===== src/rtl/cgra_tile_cfg_seq.sv =====
`default_nettype none
// ============================================================================
// Module      : cgra_tile_cfg_seq
// Description : Per-tile configuration store and sequencer. Captures the CSR
//               loader's broadcast writes into a KernelSize-deep config memory
//               and, once started, replays slots 0..ii-1 cyclically, one slot
//               per enabled step, to drive the tile datapath control.
// Revision    : 1.0 - initial release
// ============================================================================
module cgra_tile_cfg_seq #(
  parameter int KernelSize = 4,
  parameter int CfgWidth   = 49,
  parameter int AddrWidth  = $clog2(KernelSize),
  parameter int IterWidth  = 16
) (
  input  logic                 clk_i,
  input  logic                 rst_ni,
  input  logic [AddrWidth-1:0] cfg_addr_i,
  input  logic [CfgWidth-1:0]  cfg_data_i,
  input  logic                 cfg_wr_en_i,
  input  logic                 cfg_wr_valid_i,
  output logic                 cfg_ready_o,
  input  logic [AddrWidth:0]   ii_i,
  input  logic                 run_start_i,
  input  logic                 run_stop_i,
  input  logic                 step_en_i,
  input  logic                 err_clr_i,
  output logic [CfgWidth-1:0]  cfg_o,
  output logic                 cfg_valid_o,
  output logic [AddrWidth-1:0] slot_o,
  output logic                 running_o,
  output logic                 loaded_o,
  output logic [IterWidth-1:0] iter_count_o,
  output logic                 cfg_err_o
);

  typedef enum logic [0:0] {
    S_IDLE = 1'b0,
    S_RUN  = 1'b1
  } state_t;

  localparam logic [AddrWidth:0] c_ii_max = (AddrWidth+1)'(KernelSize);
  localparam logic [AddrWidth:0] c_ii_one = (AddrWidth+1)'(1);

  state_t                r_state, w_state_d;
  logic [CfgWidth-1:0]   r_mem [KernelSize];
  logic [KernelSize-1:0] r_mask, w_mask_d;
  logic [AddrWidth:0]    r_ii, w_ii_d;
  logic [AddrWidth-1:0]  r_slot, w_slot_d, w_slot_nxt;
  logic [CfgWidth-1:0]   r_cfg, w_cfg_d, w_start_cfg;
  logic                  r_cfg_valid, w_cfg_valid_d;
  logic [IterWidth-1:0]  r_iter, w_iter_d, w_iter_inc;
  logic                  r_loaded;
  logic                  r_err, w_err_set;
  logic                  w_addr_ok, w_wr_acc, w_ii_legal, w_wrap;

  // Write handshake and the small arithmetic shared by the FSM
  assign cfg_ready_o = (r_state == S_IDLE);
  assign w_addr_ok   = (32'(cfg_addr_i) < 32'(KernelSize));
  assign w_wr_acc    = cfg_wr_valid_i & cfg_wr_en_i & cfg_ready_o & w_addr_ok;
  assign w_ii_legal  = (ii_i != '0) && (ii_i <= c_ii_max);
  assign w_wrap      = ({1'b0, r_slot} == (r_ii - c_ii_one));
  assign w_slot_nxt  = w_wrap ? '0 : r_slot + 1'b1;
  assign w_iter_inc  = (r_iter == '1) ? r_iter : r_iter + 1'b1;
  // A slot-0 write landing on the start edge must be seen by the first replay
  assign w_start_cfg = (w_wr_acc && (cfg_addr_i == '0)) ? cfg_data_i : r_mem[0];
  assign w_err_set   = (r_state == S_IDLE) && run_start_i && !w_ii_legal;

  // Written-slot mask including the write accepted this cycle
  always_comb begin
    w_mask_d = r_mask;
    if (w_wr_acc) w_mask_d[cfg_addr_i] = 1'b1;
  end

  // Next-state and next-output logic for the IDLE/RUN sequencer
  always_comb begin
    w_state_d     = r_state;
    w_ii_d        = r_ii;
    w_slot_d      = r_slot;
    w_cfg_d       = r_cfg;
    w_cfg_valid_d = r_cfg_valid;
    w_iter_d      = r_iter;
    case (r_state)
      S_IDLE: begin
        if (run_start_i && w_ii_legal) begin
          w_state_d     = S_RUN;
          w_ii_d        = ii_i;
          w_slot_d      = '0;
          w_cfg_d       = w_start_cfg;
          w_cfg_valid_d = 1'b1;
          w_iter_d      = '0;
        end
      end
      S_RUN: begin
        if (run_stop_i) begin
          w_state_d     = S_IDLE;
          w_cfg_valid_d = 1'b0;
          w_cfg_d       = '0;
          w_slot_d      = '0;
        end else if (step_en_i) begin
          w_slot_d = w_slot_nxt;
          w_cfg_d  = r_mem[w_slot_nxt];
          if (w_wrap) w_iter_d = w_iter_inc;
        end
      end
      default: w_state_d = S_IDLE;
    endcase
  end

  // Sequencer state register and its registered outputs
  always_ff @(posedge clk_i) begin
    if (!rst_ni) begin
      r_state     <= S_IDLE;
      r_ii        <= '0;
      r_slot      <= '0;
      r_cfg       <= '0;
      r_cfg_valid <= 1'b0;
      r_iter      <= '0;
      r_loaded    <= 1'b0;
      r_err       <= 1'b0;
    end else begin
      r_state     <= w_state_d;
      r_ii        <= w_ii_d;
      r_slot      <= w_slot_d;
      r_cfg       <= w_cfg_d;
      r_cfg_valid <= w_cfg_valid_d;
      r_iter      <= w_iter_d;
      r_loaded    <= &w_mask_d;
      // A new error beats a simultaneous clear
      if (w_err_set)      r_err <= 1'b1;
      else if (err_clr_i) r_err <= 1'b0;
    end
  end

  // Config memory and written-slot mask
  always_ff @(posedge clk_i) begin
    if (!rst_ni) begin
      for (int i = 0; i < KernelSize; i++) r_mem[i] <= '0;
      r_mask <= '0;
    end else begin
      if (w_wr_acc) r_mem[cfg_addr_i] <= cfg_data_i;
      r_mask <= w_mask_d;
    end
  end

  assign cfg_o        = r_cfg;
  assign cfg_valid_o  = r_cfg_valid;
  assign slot_o       = r_slot;
  assign running_o    = (r_state == S_RUN);
  assign loaded_o     = r_loaded;
  assign iter_count_o = r_iter;
  assign cfg_err_o    = r_err;

endmodule
`default_nettype wire


===== config.mk =====
export PLATFORM = sky130hd
export DESIGN_NAME = cgra_tile_cfg_seq
export DESIGN_NICKNAME = d
export VERILOG_FILES = /design/src/rtl/cgra_tile_cfg_seq.sv
export SDC_FILE = /design/constraint.sdc
export NUM_CORES = 1
export LEC_CHECK = 0
export ABC_AREA = 0
export BUFFER_PORTS_ARGS = -buffer_cell sky130_fd_sc_hd__buf_4
export CAP_MARGIN = 30
export CORE_MARGIN = 2
export CORE_UTILIZATION = 63
export CTS_CLUSTER_DIAMETER = 50
export DETAILED_ROUTE_END_ITERATION = 6
export PLACE_DENSITY = 0.85
export SLEW_MARGIN = 5
export SYNTH_ARGS = -nofsm -noshare
export SYNTH_HDL_FRONTEND = slang
export SYNTH_SLANG_ARGS = --single-unit

===== constraint.sdc =====
create_clock -name clk_i -period 11.4 [get_ports clk_i]
set_input_delay 1.71 -clock clk_i [delete_from_list [all_inputs] [get_ports clk_i]]
set_output_delay 1.71 -clock clk_i [all_outputs]
set_load 0.1 [all_outputs]

==> PnR_summary.wiki <==
{| class="wikitable"
! Metric !! Value
|-
| Run status || finished, final reports clean
|-
| Reg2reg start || r_ii[0]$_SDFFE_PN0P_
|-
| Hold Path Depth || 1
|-
| Overflow left after global routing || 0
|-
| Number of global-route vias before repair || 10,100
|-
| Total of endpoints with negative setup slack in the final report || 0
|-
| Hold Crit Start || r_mask[1]$_SDFF_PN0_
|-
| Endpoint of the worst register-to-register path || iter_count_o[11]$_SDFFE_PN0P_
|-
| Layout cell share with drive strength beyond 1 || 0.208
|-
| Clock latency of the later-clocked register in the worst-skew pair || 0.54 ns
|-
| Num Clock Sinks || 274
|-
| Number of clock buffers inserted by TritonCTS || 29
|-
| Iteration-0 DRC count of the detailed router || 1,161
|-
| Required time of the worst setup path || 11.57 ns
|-
| Placer's final routability congestion estimate || 0.822
|-
| Core area || 19,500 sq um
|-
| Synth Net Count || 1,206
|-
| Fin Hold WS || 0.445 ns
|-
| Post-layout power || 2.35 mW
|-
| Delay contributed by the slowest stage of the critical path || 0.71 ns
|-
| Max-slew headroom at the worst pin || 0.341
|-
| Clock edge transition at the registers on the reported setup and hold paths || 0.06 ns
|-
| Number of nets with antenna violations after detailed routing || 0
|-
| Count of final max-slew check failures || 0
|-
| Cell Count Post-Placement || 1,460
|-
| Most used DFF post-synth || sky130_fd_sc_hd__edfxtp_1
|-
| Buffering stage count on the worst path with inverters included || 3
|-
| Cell count after synthesis || 1,142
|-
| Global-route track usage on met1 || 0.410
|-
| Core utilization of the finished layout || 0.755
|-
| Number of antenna violations at the first check in global routing || 0
|-
| Area post-placement || 13,700 sq um
|-
| Post-synth ARST share || 0
|-
| Critical-path cell list || buf_4 -> and3b_2 -> buf_4 -> nand3_1 -> nand2_2 -> buf_4
|-
| Total negative slack for setup checks || 0 ns
|-
| CP Depth || 6
|-
| Yosys warning count || 0
|-
| Reported leakage power || 5.87 nW
|-
| Synthesized area per cell || 11.0 sq um
|-
| Met3 demand-to-capacity share in global routing || 0.0519
|-
| IO Count || 134
|-
| Worst-Margin Slew || 0.989 ns
|-
| Cells on worst reg2reg path || 6
|-
| Initial Utilization || 0.644
|-
| Clock root buffer || sky130_fd_sc_hd__clkbuf_16
|-
| Reg2reg setup slack || 8.31 ns
|-
| FF+latch count, synth || 274
|-
| Top cell by count, worst path || sky130_fd_sc_hd__buf_4
|-
| Wirelength per Cell || 22.7 um
|-
| Fin crit share || 0.330
|-
| Endpoints failing hold || 0
|-
| Critical Path Slowest Stage Cell || sky130_fd_sc_hd__buf_4
|-
| Post-CTS setup buffer count || 0
|-
| Signal arrival time at the worst endpoint || 3.94 ns
|-
| Post-route minimum period || 3.76 ns
|-
| Critical path type || in -> reg
|-
| Final worst setup slack || 7.64 ns
|-
| Maximum number of pins on one net before global-route repair || 84
|-
| Post-layout instance count excluding filler cells || 1,513
|-
| Highest Clock Rate || 266 MHz
|-
| Most used routing layer in global routing || met2
|-
| Routed WL || 34.4 mm
|-
| Post-CTS Hold Buffers || 0
|-
| Layout Cell Area excl Fill || 14,700 sq um
|-
| Post-CTS resize count || 0
|-
| Worst min-delay path category || reg -> reg
|-
| Post-detail-place hpwl || 18.4 mm
|-
| Total GRT Usage || 0.318
|-
| Standard-cell rows || 51
|-
| Routed vias/inst || 6.67
|-
| Post-synth EDFFs || 196
|-
| Layout Nets || 1,290
|-
| First-pass GRT wire length || 53.4 mm
|-
| Detailed-routing iteration count for the pre-antenna-repair pass || 5
|-
| Share of the yosys chip area belonging to registers || 0.595
|-
| Synth cell types || 58
|-
| Kind of cell with the highest combined delay on the critical path || buffers and inverters
|-
| Maximum root-to-sink buffer count || 3
|-
| DIE WIDTH || 145 um
|-
| Kind of start point of the critical path || primary input
|-
| Number of design rule violations left after detail routing || 0
|-
| RSZ-0062 raised after global routing || false
|-
| Maximum VDD drop || 0.125 mV
|-
| MaxCap Viol Count || 0
|-
| Number of levels the H-tree was split into || 1
|-
| Count of inserted antenna diode cells || 0
|-
| Area Overhead vs Synth || 17.3%
|-
| PwrDens || 160 nW/um^2
|-
| Detailed-route via count || 10,100
|-
| Die Area || 21,000 sq um
|-
| Critical path capture point type || flop
|-
| Worst Hold Endpoint || r_mask[1]$_SDFF_PN0_
|-
| Maximum net fanout on the critical path || 83
|-
| Port buffer count || 133
|-
| Height of the die || 145 um
|-
| TritonCTS clock tree || yes
|-
| Fin Clk Skew || 0.0112 ns
|-
| Setup slack after placement || 7.18 ns
|-
| Met2 Usage GRT || 0.546
|-
| Combined area of all synthesized cells || 12,500 sq um
|}
[layout by cell type (no fill, tap or decap), drive strengths merged, types with 3 or more instances in the layout]
master and n:
clkinv 6, and2 79, buf 153, o21ai 53, inv 26, and3 66, mux2i 9, bufinv 4
clkbuf 42, a21oi 58, nand4 10, nor3 4, nor2 44, and4 3, o221a 49, dfxtp 78
or3 5, or4 6, nand2b 9, xor2 4, a31oi 3, o21a 4, edfxtp 196, o31ai 6
nand2 133, xnor2 4, nand3b 3, a221o 49, nor4 8, nand3 107
[layout make-up]
cell class	instances	area [sq um]
sequential	274	7450
fill	1261	4770
tap	265	332
multi-input combinational	743	4670
clock buffer	42	816
inverter	25	93.8
clock inverter	11	171
timing repair buffer	153	1160
[power breakdown]
group	total, mW	switching [mW]	internal [mW]
combinational	0.243	0.184	0.0595
clock	0.972	0.383	0.589
sequential	1.14	0.0224	1.12
[how the worst max path moves through the flow]
stage	slack (ns)	endpoint	from
2_1_floorplan	4.81	r_mem[0][0]$_SDFFCE_PN0P_	cfg_addr_i[1]
3_3_place_gp	7.22	r_mem[3][13]$_DFFE_PP_	cfg_wr_valid_i
3_5_place_dp	7.18	r_mem[3][13]$_DFFE_PP_	cfg_wr_valid_i
4_1_cts	7.73	r_mem[3][13]$_DFFE_PP_	cfg_wr_valid_i
5_1_grt	7.56	r_mem[3][20]$_DFFE_PP_	cfg_wr_valid_i
6_report	7.64	r_mem[3][13]$_DFFE_PP_	cfg_wr_valid_i
[flip-flops by register name (all words and copies together), names as in the netlist]
signal        cells
r_ii              3
cfg_o            49
running_o         1
slot_o            2
cfg_err_o         1
cfg_valid_o       1
r_mask            4
iter_count_o     16
loaded_o          1
r_mem           196
[layer usage]
| layer | wire (um) | part of all wire |
|---|---|---|
| met1 | 12600 | 0.37 |
| met5 | 0 | 0 |
| met4 | 745 | 0.022 |
| met2 | 17100 | 0.50 |
| met3 | 3970 | 0.12 |
[Yosys cell counts (all sizes together), types with 2 or more instances]
library cell | n | share of area
o21a | 4 | 0.0024
o21ai | 53 | 0.021
a31oi | 3 | 0.0027
nand2 | 133 | 0.040
nor4 | 8 | 0.0045
dfxtp | 78 | 0.12
and2 | 79 | 0.039
nor2b | 2 | 0.0016
a221o | 49 | 0.039
o31ai | 6 | 0.0036
or3 | 5 | 0.0033
nor3 | 4 | 0.0016
xor2 | 4 | 0.0034
nand4 | 10 | 0.0055
ha | 2 | 0.0020
edfxtp | 196 | 0.47
o211ai | 2 | 0.0012
o221a | 49 | 0.044
and3b | 2 | 0.0014
clkbuf | 68 | 0.020
nand2b | 9 | 0.0045
nor3b | 2 | 0.0012
buf | 32 | 0.014
or4 | 6 | 0.0036
and4 | 3 | 0.0021
o41ai | 2 | 0.0014
inv | 25 | 0.0075
xnor2 | 4 | 0.0028
mux2i | 9 | 0.0072
nand3b | 3 | 0.0018
nand3 | 107 | 0.043
a21oi | 58 | 0.023
nand4b | 2 | 0.0014
nor2 | 44 | 0.013
and3 | 66 | 0.033
o31a | 2 | 0.0014
[logic make-up after synthesis]
| kind of cell | count (synthesis) | synth area share |
|---|---|---|
| adder cells (fa/ha/maj) | 2 | 0.00200 |
| XOR/XNOR | 8 | 0.00619 |
| flip-flops | 274 | 0.595 |
| buffers and inverters | 125 | 0.0418 |
| multiplexers | 9 | 0.00719 |
| AND/OR/NAND/NOR | 488 | 0.203 |
| AO/OA/AOI/OAI | 236 | 0.146 |
(Power assumes the default switching activity.)
